`config.mk`:
```
export PLATFORM = sky130hd
export DESIGN_NAME = hazard_scoreboard_flat
export DESIGN_NICKNAME = d
export VERILOG_FILES = /design/src/rtl/hazard_scoreboard_if.sv /design/src/rtl/hazard_scoreboard.sv /design/src/flat_wrapper.sv
export SDC_FILE = /design/constraint.sdc
export NUM_CORES = 1
export LEC_CHECK = 0
export BUFFER_PORTS_ARGS = -buffer_cell sky130_fd_sc_hd__buf_2
export CORE_MARGIN = 2
export CORE_UTILIZATION = 58
export CTS_CLUSTER_SIZE = 25
export DETAILED_ROUTE_END_ITERATION = 10
export GPL_ROUTABILITY_DRIVEN = 1
export PLACE_DENSITY = 0.94
export RECOVER_POWER = 25
export SYNTH_ARGS = -nofsm -noshare
export SYNTH_HDL_FRONTEND = slang
export SYNTH_SLANG_ARGS = --single-unit
```
`constraint.sdc`:
```
create_clock -name clk -period 4.2 [get_ports clk]
set_input_delay 0 -clock clk [delete_from_list [all_inputs] [get_ports clk]]
set_output_delay 0 -clock clk [all_outputs]
set_load 0.01 [all_outputs]
```
`src/rtl/hazard_scoreboard_if.sv`:
```
// D-stage hazard interface: the decoder (master) presents the instruction
// in D, and the scoreboard (slave) answers with stall and forwarding selects.
// Handshake: there is no valid/ready pair here. d_valid qualifies every D
// field in the same cycle, and stall is the back-pressure that holds D.
// An instruction leaves D on a rising edge where d_valid=1, stall=0 and
// flush=0.
interface hazard_scoreboard_if #(
    parameter int NREG_W = 5,
    parameter int T_W    = 2
);
    logic              d_valid;
    logic [NREG_W-1:0] d_rs;
    logic [NREG_W-1:0] d_rt;
    logic [T_W-1:0]    d_tuse_rs;
    logic [T_W-1:0]    d_tuse_rt;
    logic [NREG_W-1:0] d_wa;
    logic [T_W-1:0]    d_tnew;
    logic              d_md_start;
    logic              d_is_div;
    logic              d_md_use;
    logic              flush;
    logic              stall;
    logic [1:0]        fwd_rs;
    logic [1:0]        fwd_rt;
    logic              md_busy;

    modport master (
        output d_valid, d_rs, d_rt, d_tuse_rs, d_tuse_rt, d_wa, d_tnew,
               d_md_start, d_is_div, d_md_use, flush,
        input  stall, fwd_rs, fwd_rt, md_busy
    );

    modport slave (
        input  d_valid, d_rs, d_rt, d_tuse_rs, d_tuse_rt, d_wa, d_tnew,
               d_md_start, d_is_div, d_md_use, flush,
        output stall, fwd_rs, fwd_rt, md_busy
    );
endinterface

```
`src/rtl/hazard_scoreboard.sv`:
```
// Tnew/Tuse hazard unit for the 5-stage MIPS pipeline. It tracks the pending
// destination register in E, M and W, and derives the D-stage stall and the
// rs/rt forwarding selects from them. It also owns the mult/div busy counter.
module hazard_scoreboard #(
    parameter int NREG_W     = 5,
    parameter int T_W        = 2,
    parameter int MUL_CYCLES = 5,
    parameter int DIV_CYCLES = 10
) (
    input  logic                 clk,
    input  logic                 reset,
    hazard_scoreboard_if.slave   bus
);
    localparam int CNT_W = $clog2(DIV_CYCLES + 1);

    logic [NREG_W-1:0] e_addr, m_addr, w_addr;
    logic [T_W-1:0]    e_tnew, m_tnew, w_tnew;
    logic [CNT_W-1:0]  cnt;

    logic              rs_stall, rt_stall;
    logic [1:0]        rs_fwd, rt_fwd;
    logic              stall_int;
    logic              md_busy_int;
    logic              e_load;
    logic              md_load;

    // Returns {stall, fwd}. The youngest matching stage decides. Register 0
    // and unused sources (tuse all-ones) never create a hazard.
    function automatic logic [2:0] resolve(
        input logic [NREG_W-1:0] src,
        input logic [T_W-1:0]    tuse,
        input logic              valid,
        input logic [NREG_W-1:0] ea, ma, wa,
        input logic [T_W-1:0]    et, mt, wt
    );
        logic [2:0] r;
        r = 3'b000;
        if (valid && (src != '0) && (tuse != '1)) begin
            if (src == ea)      r = (et > tuse) ? 3'b100 : 3'b001;
            else if (src == ma) r = (mt > tuse) ? 3'b100 : 3'b010;
            else if (src == wa) r = (wt > tuse) ? 3'b100 : 3'b011;
        end
        return r;
    endfunction

    // Combinational hazard decision from the current entries and D fields.
    always_comb begin
        {rs_stall, rs_fwd} = resolve(bus.d_rs, bus.d_tuse_rs, bus.d_valid,
                                     e_addr, m_addr, w_addr,
                                     e_tnew, m_tnew, w_tnew);
        {rt_stall, rt_fwd} = resolve(bus.d_rt, bus.d_tuse_rt, bus.d_valid,
                                     e_addr, m_addr, w_addr,
                                     e_tnew, m_tnew, w_tnew);
        md_busy_int = (cnt != '0);
        stall_int   = rs_stall | rt_stall | (bus.d_valid & bus.d_md_use & md_busy_int);
        // flush wins over a stall: neither E nor the counter loads.
        e_load      = bus.d_valid & ~stall_int & ~bus.flush;
        md_load     = e_load & bus.d_md_start;
    end

    assign bus.stall   = stall_int;
    assign bus.fwd_rs  = rs_fwd;
    assign bus.fwd_rt  = rt_fwd;
    assign bus.md_busy = md_busy_int;

    // Advance E->M->W every edge. Tnew drops by one, saturating, on leaving E.
    always_ff @(posedge clk or negedge reset) begin
        if (!reset) begin
            e_addr <= '0;
            e_tnew <= '0;
            m_addr <= '0;
            m_tnew <= '0;
            w_addr <= '0;
            w_tnew <= '0;
        end else begin
            w_addr <= m_addr;
            w_tnew <= m_tnew;
            m_addr <= e_addr;
            m_tnew <= (e_tnew == '0) ? '0 : e_tnew - T_W'(1);
            if (e_load) begin
                e_addr <= bus.d_wa;
                e_tnew <= bus.d_tnew;
            end else begin
                e_addr <= '0;
                e_tnew <= '0;
            end
        end
    end

    // Mult/div busy counter: it loads on an accepted start and counts down to zero.
    always_ff @(posedge clk or negedge reset) begin
        if (!reset) begin
            cnt <= '0;
        end else if (md_load) begin
            cnt <= bus.d_is_div ? CNT_W'(DIV_CYCLES) : CNT_W'(MUL_CYCLES);
        end else if (cnt != '0) begin
            cnt <= cnt - CNT_W'(1);
        end
    end
endmodule

```
`src/flat_wrapper.sv`:
```
// flat-port wrapper written by rule: the top's interface ports become plain ports
module hazard_scoreboard_flat 
#(
    parameter int NREG_W     = 5,
    parameter int T_W        = 2,
    parameter int MUL_CYCLES = 5,
    parameter int DIV_CYCLES = 10
)
  (clk, reset, bus_d_valid, bus_d_rs, bus_d_rt, bus_d_tuse_rs, bus_d_tuse_rt, bus_d_wa, bus_d_tnew, bus_d_md_start, bus_d_is_div, bus_d_md_use, bus_flush, bus_stall, bus_fwd_rs, bus_fwd_rt, bus_md_busy);
  hazard_scoreboard_if #(.NREG_W(NREG_W), .T_W(T_W)) bus_i ();
  input  logic clk;
  input  logic reset;
  input wire logic [$bits(bus_i.d_valid)-1:0] bus_d_valid;
  input wire logic [$bits(bus_i.d_rs)-1:0] bus_d_rs;
  input wire logic [$bits(bus_i.d_rt)-1:0] bus_d_rt;
  input wire logic [$bits(bus_i.d_tuse_rs)-1:0] bus_d_tuse_rs;
  input wire logic [$bits(bus_i.d_tuse_rt)-1:0] bus_d_tuse_rt;
  input wire logic [$bits(bus_i.d_wa)-1:0] bus_d_wa;
  input wire logic [$bits(bus_i.d_tnew)-1:0] bus_d_tnew;
  input wire logic [$bits(bus_i.d_md_start)-1:0] bus_d_md_start;
  input wire logic [$bits(bus_i.d_is_div)-1:0] bus_d_is_div;
  input wire logic [$bits(bus_i.d_md_use)-1:0] bus_d_md_use;
  input wire logic [$bits(bus_i.flush)-1:0] bus_flush;
  output wire logic [$bits(bus_i.stall)-1:0] bus_stall;
  output wire logic [$bits(bus_i.fwd_rs)-1:0] bus_fwd_rs;
  output wire logic [$bits(bus_i.fwd_rt)-1:0] bus_fwd_rt;
  output wire logic [$bits(bus_i.md_busy)-1:0] bus_md_busy;
  assign bus_i.d_valid = bus_d_valid;
  assign bus_i.d_rs = bus_d_rs;
  assign bus_i.d_rt = bus_d_rt;
  assign bus_i.d_tuse_rs = bus_d_tuse_rs;
  assign bus_i.d_tuse_rt = bus_d_tuse_rt;
  assign bus_i.d_wa = bus_d_wa;
  assign bus_i.d_tnew = bus_d_tnew;
  assign bus_i.d_md_start = bus_d_md_start;
  assign bus_i.d_is_div = bus_d_is_div;
  assign bus_i.d_md_use = bus_d_md_use;
  assign bus_i.flush = bus_flush;
  assign bus_stall = bus_i.stall;
  assign bus_fwd_rs = bus_i.fwd_rs;
  assign bus_fwd_rt = bus_i.fwd_rt;
  assign bus_md_busy = bus_i.md_busy;
  hazard_scoreboard #(.NREG_W(NREG_W), .T_W(T_W), .MUL_CYCLES(MUL_CYCLES), .DIV_CYCLES(DIV_CYCLES)) u_core (.clk(clk), .reset(reset), .bus(bus_i));
endmodule
```
==> results of run 1 <==
-- how the worst max path moves through the flow --
stage,to,start,slack [ns]
5_1_grt,bus_stall,u_core.e_addr[1]$_DFF_PN0_,1.54
3_5_place_dp,u_core.e_addr[4]$_DFF_PN0_,u_core.m_addr[1]$_DFF_PN0_,2.03
2_1_floorplan,u_core.e_addr[0]$_DFF_PN0_,u_core.w_addr[0]$_DFF_PN0_,2.22
6_report,bus_stall,u_core.m_addr[1]$_DFF_PN0_,1.75
3_3_place_gp,u_core.e_tnew[0]$_DFF_PN0_,u_core.w_addr[0]$_DFF_PN0_,2.10
4_1_cts,bus_stall,u_core.m_addr[1]$_DFF_PN0_,1.74
-- metal layers --
metal	GRT usage [%]	vias to the layer above
li1	-	676
met1	32.2	650
met2	41.7	39
met3	4.08	9
met4	9.63	0
met5	0	-
-- worst register-to-register path, cell delays in order (launching register included) --
cell and delay [ns]:
dfrtp_1 0.45, xor2_1 0.18, nor3_1 0.28, nand3_1 0.17
o2111a_1 0.16, o31ai_2 0.35, and3_1 0.37, and3_1 0.21
-- layout make-up --
cell class              count  area (um2)
repair buffers             42         254
multi-input cells         130         972
inverters                  13        48.8
clock buffers               4        26.3
well taps                  31        38.8
fillers                   201         768
flip-flops and latches     25         626
-- sequential cells by signal, indices dropped and copies added, names as in the netlist --
signal	count
u_core.m_tnew	2
u_core.m_addr	5
u_core.w_addr	5
u_core.w_tnew	2
u_core.cnt	4
u_core.e_tnew	2
u_core.e_addr	5
-- where the power goes --
group / internal (mW) / switching [mW] / leakage, nW
clock network: 0.0373 / 0.0718 / 0.0150
logic: 0.112 / 0.109 / 0.666
registers: 0.270 / 0.0269 / 0.334
total: 0.420 / 0.208 / 1.01
-- layout by cell type, fill, tap and decap left out, drive strengths merged, types with 2 or more instances in the layout --
cell type	synthesis	final
buf	1	32
dfrtp	25	25
xor2	14	14
xnor2	14	14
ha	14	14
inv	13	13
nand2	12	12
nor2b	10	10
nor2	10	10
dlygate4sd3	0	9
and3	9	9
nand3	7	7
nor3	6	6
a21oi	5	5
o21ai	5	5
clkbuf	0	5
mux2i	3	3
o22ai	2	2
nor4	2	2
mux2	2	2
o211ai	2	2
-- cell families after synthesis --
logic type	count (synthesis)	share of synthesized area (%)
buf+inv	14	3.26
compound gates	22	9.55
simple gates	61	20.2
flops	25	37.9
mux	5	3.64
fa+ha+maj	14	10.6
xor+xnor	28	14.8
-- metrics by stage --
step	instances	setup WS (ns)	power [mW]	util (%)	hold WS (ns)
floorplan	169	2.22	0.453	-	-0.296
global placement	232	2.10	0.505	67.7	0.0106
detailed placement	232	2.03	0.515	67.7	0.0202
CTS	245	1.74	0.630	71.9	0.158
global route	245	1.54	0.672	71.9	0.165
finish	245	1.75	0.628	71.9	0.174
-- repair_timing --
item	in CTS	in global routing
hold buffers	9	0
endpoints found under the hold margin	36	0
setup endpoints to repair	0	0
setup buffers	0	0
==> qor.json, run 1 <==
{
  "number_of_antenna_violations_at_the_first_check_in_global_routing": 0,
  "worstHoldPathType": "in -> reg",
  "max_clock_freq_mhz": 408,
  "cts_htree_levels": 1,
  "die_height_um": 57.4,
  "root_buffer_cell": "clkbuf_4",
  "first_global_vias": 1383,
  "ys_ff_latch": 25,
  "post_drt_wl_per_cell_um": 14.9,
  "synth-main-ff-cell": "dfrtp_1",
  "timing.critical_path.required_ns": 4.20,
  "io_pins": 34,
  "syn_nets": 211,
  "cts-buffers-inserted": 3,
  "routedLengthMet1_mm": 1.58,
  "place.port_buffers": 33,
  "net_count_final": 257,
  "regToRegSetupSlack_ns": 1.98,
  "post_synth_main_area_contributors": "dfrtp_1 (38%), ha_1 (11%), xnor2_1 (7.4%)",
  "cp_num_cells": 8,
  "cts_resized": 0,
  "hold_path_end": "u_core.cnt[0]$_DFFE_PN0P_",
  "drt-pass1-iter-count": 4,
  "detail-route-antenna-nets": 0,
  "timing_worst_slew_pin_value_ns": 1.33,
  "clk_path_buf_depth": 2,
  "insertedDiodeCount": 0,
  "vias": 1374,
  "final_min_period_over_clock_period_pct": 58.3,
  "grt_setup_unrepaired": "false",
  "drive_gt1_share_pct": 20.6,
  "wirelength_mm": 3.64,
  "criticalPathCategory": "reg -> out",
  "design.die.area_mm2": 0.00329,
  "power.leakage_nw": 1.01,
  "tritoncts": "built",
  "placeableCoreArea_mm2": 0.00273,
  "drc": 0,
  "gp_congestion": 0.829,
  "ys_seq_area_share_pct": 37.9,
  "whs_path_depth": 4,
  "placed_cell_area_mm2": 0.00185,
  "worst_setup_hold_path_clk_slew_ns": 0.13,
  "postSynthCellCount": 169,
  "post_synth_num_cell_types": 38,
  "flow.area_growth_from_synthesis_pct": 19.0,
  "detailed_place_hpwl_mm": 2.83,
  "floorplan.initialDensity_pct": 60.4,
  "worst_ep_arrival_time_ns": 2.45,
  "worst_r2r_startpoint": "u_core.m_addr[1]$_DFF_PN0_",
  "critPathCaptureType": "primary output",
  "synthesis.area_per_instance_um2": 9.77,
  "post-route-min-period_ns": 2.45,
  "synth-edff-count": 0,
  "wl_met3_um": 171,
  "finalSetupTns_ns": 0,
  "startpoint_kind_of_the_worst_setup_timing_path": "flop",
  "peak_ir_drop_on_the_vdd_network_mv": 0.360,
  "timing.final.hold_violations": 0,
  "post_synth_instance_area_mm2": 0.00165,
  "synth_top_area_share_pct": 37.9,
  "timing.reg2reg.worst_path_depth": 7,
  "worst_skew_late_latency_ns": 0.33,
  "most_instantiated_cells_after_synthesis": "dfrtp_1 (25), ha_1 (14), xnor2_1 (14), xor2_1 (14)",
  "horizontal_die_dimension_um": 57.4,
  "globalRoute.totalOverflow": 0,
  "post-route-cell-area_mm2": 0.00197,
  "worst_hold_startpoint": "bus_d_md_start",
  "report.final.setup_viol": 0,
  "rows": 19,
  "synth.most_common_cell": "dfrtp_1",
  "clkSinkCount": 25,
  "synth_top_cell_by_area": "dfrtp_1",
  "drtIter0Drc": 56,
  "final_max_slew_viol_count": 0,
  "powerDensity_mw_per_mm2": 319,
  "synth_async_sr_flop_share_pct": 100,
  "route.top_layer_used": "met4",
  "critical_path.reg2reg.endpoint": "u_core.e_addr[4]$_DFF_PN0_",
  "critPathMaxStageDelay_ns": 0.45,
  "global_route.usage.total_pct": 24.9,
  "timing.critical_path.buf_inv": 2,
  "dr_wl_met2_mm": 1.80,
  "synth-warning-count": 0,
  "route.detailed.vias_per_inst": 5.61,
  "critical-path-top-delay-family": "simple AND/OR/NAND/NOR gates",
  "grt_pass1_wl_mm": 6.23,
  "final.setup_skew_ns": 0.00607,
  "grt_max_degree": 26,
  "cp_cell_sequence": "xor2_1 > nor3_1 > nand3_1 > o2111a_1 > o31ai_2 > and3_1 > inv_2 > buf_2",
  "slowest_stage": "dfrtp_1",
  "cap_violations": 0,
  "status": "finished, final reports clean",
  "path_max_fanout": 8,
  "max_slew_margin_pct": 11.1
}
(Power assumes the default switching activity.)
==> inputs of run 2 (changes only) <==
Settings changed: ABC_AREA set to 1, CORE_UTILIZATION 58 to 56, PLACE_DENSITY 0.94 to 0.9.
Clock period 4.2 ns to 2.4 ns, I/O delays scaled along.
==> run 2 against run 1 <==
Against the previous run:
- clock skew hardly changed
- cell count is 37% higher
- design area is 12% higher
- sequential cell count unchanged
- sequential power is 77% higher
- via count is 17% higher
- count of clock-buffer cells in the layout shrank 1
- highest routed layer unchanged
==> qor.json, run 2 <==
{
  "final_min_period_over_clock_period_pct": 90.4,
  "net_switching_power_figure": {"value": 421, "unit": "uW", "change": "+100%"},
  "place.port_buffers": {"value": 33, "change": "unchanged"},
  "biggestRegsByFlops": "u_core.e_addr (5), u_core.m_addr (5), u_core.w_addr (5)",
  "post_drt_wl_per_cell": {"value": 11.6, "unit": "um", "change": "-22%"},
  "synth_top_family_by_area": "simple AND/OR/NAND/NOR gates",
  "worst_skew_late_latency": {"value": 0.34, "unit": "ns", "change": "about the same"},
  "die_height": {"value": 61.6, "unit": "um", "change": "+7.5%"},
  "timing_worst_slew_pin_value": {"value": 1.34, "unit": "ns", "change": "+0.00468 ns"},
  "drc": {"value": 0, "change": "unchanged"},
  "post_synth_and_or_nand_nor_area_fraction": {"value": 30.3, "unit": "%", "change": "+10 points"},
  "grt_pass1_wl": {"value": 6.56, "unit": "mm", "change": "+5.2%"},
  "postCtsSetupRepairBufs": {"value": 0, "change": "unchanged"},
  "share_seq_of_total_power": {"value": 45.8, "unit": "%", "change": "-1.6 points"},
  "power.clock.fraction": {"value": 18.2, "unit": "%", "change": "+0.8 points"},
  "final_max_slew_viol_count": {"value": 0, "change": "unchanged"},
  "max_slew_margin": {"value": 10.8, "unit": "%", "change": "-0.31 points"},
  "horizontal_die_dimension": {"value": 61.6, "unit": "um", "change": "+7.5%"},
  "regToRegSetupSlack": {"value": 0.42, "unit": "ns", "change": "-1.56 ns"},
  "timing.final.hold_violations": {"value": 0, "change": "unchanged"},
  "globalRoute.totalOverflow": {"value": 0, "change": "unchanged"},
  "flow.area_growth_from_synthesis_pct": 18.8,
  "post_synth_main_area_contributors": "dfrtp_1 (34%), nand2_1 (9.5%), ha_1 (9.4%)",
  "postSynthCellCount": {"value": 244, "change": "+44%"},
  "root_buffer_cell": "clkbuf_4",
  "wirelength": {"value": 3.90, "unit": "mm", "change": "+7.1%"},
  "synth-main-ff-cell": "dfrtp_1",
  "worst_r2r_startpoint": "u_core.m_tnew[1]$_DFF_PN0_",
  "cap_violations": {"value": 0, "change": "unchanged"},
  "timing.critical_path.required": {"value": 2.40, "unit": "ns", "change": "-1.80 ns"},
  "syn_nets": {"value": 286, "change": "+36%"},
  "post_synth_instance_area": {"value": 0.00186, "unit": "mm2", "change": "+13%"},
  "global_route.usage.total": {"value": 23.8, "unit": "%", "change": "-1.1 points"},
  "yosys-mux-area-fraction": {"value": 0, "unit": "%", "change": "-3.6 points"},
  "drive_gt1_share": {"value": 23.0, "unit": "%", "change": "+2.5 points"},
  "ctsHoldBuffers": {"value": 10, "change": "+1"},
  "critical-path-top-cell-by-count": "a21oi_1",
  "peak_ir_drop_on_the_vdd_network": {"value": 0.371, "unit": "mV", "change": "+3.0%"},
  "powerDensity": {"value": 520, "unit": "mW/mm2", "change": "+63%"},
  "grt_setup_unrepaired": "false",
  "synthXorXnorAreaFrac": {"value": 9.41, "unit": "%", "change": "-5.4 points"},
  "cts_resized": {"value": 0, "change": "unchanged"},
  "worst_hold_startpoint": "bus_flush",
  "critPathMaxStageDelay": {"value": 0.41, "unit": "ns", "change": "-0.04 ns"},
  "worst_setup_hold_path_clk_slew": {"value": 0.15, "unit": "ns", "change": "+0.02 ns"},
  "worstHoldPathType": "in -> reg",
  "drtIter0Drc": {"value": 94, "change": "+68%"},
  "worst_ep_arrival_time": {"value": 2.17, "unit": "ns", "change": "-0.28 ns"},
  "max_clock_freq_mhz": 461,
  "switching_share": {"value": 36.6, "unit": "%", "change": "+3.5 points"},
  "insertedDiodeCount": {"value": 0, "change": "unchanged"},
  "synth-warning-count": {"value": 0, "change": "unchanged"},
  "slowest_stage": "dfrtp_1",
  "layout.core_utilization": {"value": 71.3, "unit": "%", "change": "-0.65 points"},
  "layout_commonest_cell": "nand2_1",
  "first_global_vias": {"value": 1512, "change": "+9.3%"},
  "post-route-min-period_ns": 2.17,
  "cts_htree_levels": {"value": 1, "change": "unchanged"},
  "final.setup_skew": {"value": 0.00617, "unit": "ns", "change": "+0.000106 ns"},
  "clkSinkCount": {"value": 25, "change": "unchanged"},
  "report.final.setup_viol": {"value": 0, "change": "unchanged"},
  "path_max_fanout": {"value": 2, "change": "-6"},
  "met1_usage": {"value": 31.8, "unit": "%", "change": "-0.38 points"},
  "drt-pass1-iter-count": {"value": 4, "change": "unchanged"},
  "whs_path_depth": {"value": 4, "change": "unchanged"},
  "layout_common_cells": "nand2_1 (47), inv_1 (44), buf_2 (32)",
  "io_pins": {"value": 34, "change": "unchanged"},
  "synth_async_sr_flop_share": {"value": 100, "unit": "%", "change": "unchanged"},
  "timing.reg2reg.worst_path_depth": {"value": 13, "change": "+6"},
  "placeableCoreArea": {"value": 0.00310, "unit": "mm2", "change": "+14%"},
  "detailed_place_hpwl": {"value": 3.16, "unit": "mm", "change": "+12%"},
  "yosys.area_share.adder": {"value": 9.41, "unit": "%", "change": "-1.2 points"},
  "number_of_antenna_violations_at_the_first_check_in_global_routing": {"value": 0, "change": "unchanged"},
  "net_count_final": {"value": 334, "change": "+30%"},
  "finalSetupTns": {"value": 0, "unit": "ns", "change": "unchanged"},
  "post_synth_num_cell_types": {"value": 31, "change": "-18%"},
  "critical_path.reg2reg.endpoint": "u_core.cnt[1]$_DFFE_PN0P_",
  "synth.most_common_cell": "nand2_1",
  "cts-buffers-inserted": {"value": 3, "change": "unchanged"},
  "startpoint_kind_of_the_worst_setup_timing_path": "flop",
  "synthesis.area_per_instance": {"value": 7.63, "unit": "um2", "change": "-22%"},
  "detail-route-antenna-nets": {"value": 0, "change": "unchanged"},
  "floorplan.initialDensity": {"value": 60.0, "unit": "%", "change": "-0.45 points"},
  "grt_max_degree": {"value": 26, "change": "unchanged"},
  "gp_congestion": {"value": 0.879, "change": "+6.0%"},
  "synth-edff-count": {"value": 0, "change": "unchanged"},
  "grtUsageMet3": {"value": 2.73, "unit": "%", "change": "-1.4 points"},
  "synth_compound_gate_area_share": {"value": 6.93, "unit": "%", "change": "-2.6 points"},
  "vias": {"value": 1609, "change": "+17%"},
  "rows": {"value": 20, "change": "+1"},
  "synth_top_area_share": {"value": 33.6, "unit": "%", "change": "-4.3 points"},
  "most_instantiated_cells_after_synthesis": "nand2_1 (47), inv_1 (44), nor2_1 (26)",
  "clk_path_buf_depth": {"value": 2, "change": "unchanged"},
  "gr-usage-met2": {"value": 39.5, "unit": "%", "change": "-2.2 points"},
  "tritoncts": "built",
  "ys_ff_latch": {"value": 25, "change": "unchanged"},
  "critPathCaptureType": "primary output",
  "hold_path_end": "u_core.e_addr[4]$_DFF_PN0_",
  "status": "finished, final reports clean",
  "cp_cell_sequence": "ha_1 > a21oi_1 > a21oi_1 > nor3_1 > a21oi_1 > a211oi_1 > buf_2",
  "share_comb_of_total_power": {"value": 36.0, "unit": "%", "change": "+0.8 points"},
  "design.die.area": {"value": 0.00380, "unit": "mm2", "change": "+15%"},
  "synth_top_cell_by_area": "dfrtp_1",
  "criticalPathCategory": "reg -> out",
  "route.detailed.vias_per_inst": {"value": 4.80, "change": "-14%"},
  "power.internal": {"value": 728, "unit": "uW", "change": "+74%"},
  "global_route_hottest_layer": "met2",
  "power.leakage": {"value": 1.20, "unit": "nW", "change": "+19%"},
  "ys_seq_area_share": {"value": 33.6, "unit": "%", "change": "-4.3 points"}
}
[run 2: cell count changes after synthesis, sizes merged, moves of 3 or more]
cell   before  now
a21oi       5   14
and3        9    0
inv        13   50
mux2i       3    0
nand2      12   52
nand3       7   12
nand4       1    4
nor2       10   37
nor2b      10    1
nor3        6    2
xor2       14    5
[run 2: critical path, delay by kind of cell, from the launching register on]
family                     cells  cell delay (ns)
buffers and inverters          1             0.19
and+or+nand+nor                1             0.30
DFF                            1             0.41
AOI/OAI and AO/OA              4             0.64
adders and majority gates      1             0.29
[run 2: final cells by class]
type | count | area [um2]
Tap cell | 44 | 55.1
Clock inverter | 1 | 8.76
Inverter | 51 | 193
Timing Repair Buffer | 43 | 264
Multi-Input combinational cell | 168 | 1040
Fill cell | 267 | 892
Sequential cell | 25 | 626
Clock buffer | 3 | 22.5
[run 2: worst max-delay path by stage]
stage	depth (start not counted)	end	slack (ns)	from
6_report	7	bus_fwd_rt[0]	0.23	u_core.w_tnew[1]$_DFF_PN0_
4_1_cts	7	bus_fwd_rt[0]	0.29	u_core.w_tnew[1]$_DFF_PN0_
3_5_place_dp	13	u_core.cnt[1]$_DFFE_PN0P_	0.43	u_core.m_tnew[1]$_DFF_PN0_
5_1_grt	7	bus_fwd_rt[0]	0.12	u_core.w_tnew[1]$_DFF_PN0_
3_3_place_gp	13	u_core.cnt[1]$_DFFE_PN0P_	0.56	u_core.m_tnew[1]$_DFF_PN0_
2_1_floorplan	13	u_core.cnt[1]$_DFFE_PN0P_	0.62	u_core.m_tnew[1]$_DFF_PN0_
[run 2: routing by layer]
| metal | part of all wire, % | up-vias |
|---|---|---|
| met2 | 50 | 33 |
| met5 | 0 | - |
| met3 | 4.2 | 4 |
| li1 | - | 843 |
| met4 | 1.4 | 0 |
| met1 | 45 | 729 |
[run 2: kinds of logic after synthesis]
| kind of cell | Yosys count |
|---|---|
| adders and majority gates | 14 |
| AOI/OAI and AO/OA | 23 |
| xor gates and xnor gates | 20 |
| DFF | 25 |
| buffers and inverters | 51 |
| and+or+nand+nor | 111 |
[run 2: stage by stage]
step | power [mW] | worst slack (ns) | instances | hold WS [ns] | instance area, um2
after floorplan | 0.813 | 0.621 | 244 | -0.296 | 1860
after global placement | 0.915 | 0.557 | 321 | 0.0172 | 2080
after detailed placement | 0.936 | 0.433 | 321 | 0.0220 | 2080
after CTS | 1.16 | 0.292 | 335 | 0.0373 | 2210
after global routing | 1.24 | 0.118 | 335 | 0.0438 | 2210
final | 1.15 | 0.230 | 335 | 0.0567 | 2210
[run 2: power by group through the flow]
stage	sequential, mW	clock (mW)	combinational [mW]
2_1_floorplan	0.516	0	0.297
3_3_place_gp	0.530	0	0.385
3_5_place_dp	0.531	0	0.405
4_1_cts	0.523	0.215	0.419
5_1_grt	0.531	0.233	0.473
6_report	0.526	0.210	0.413
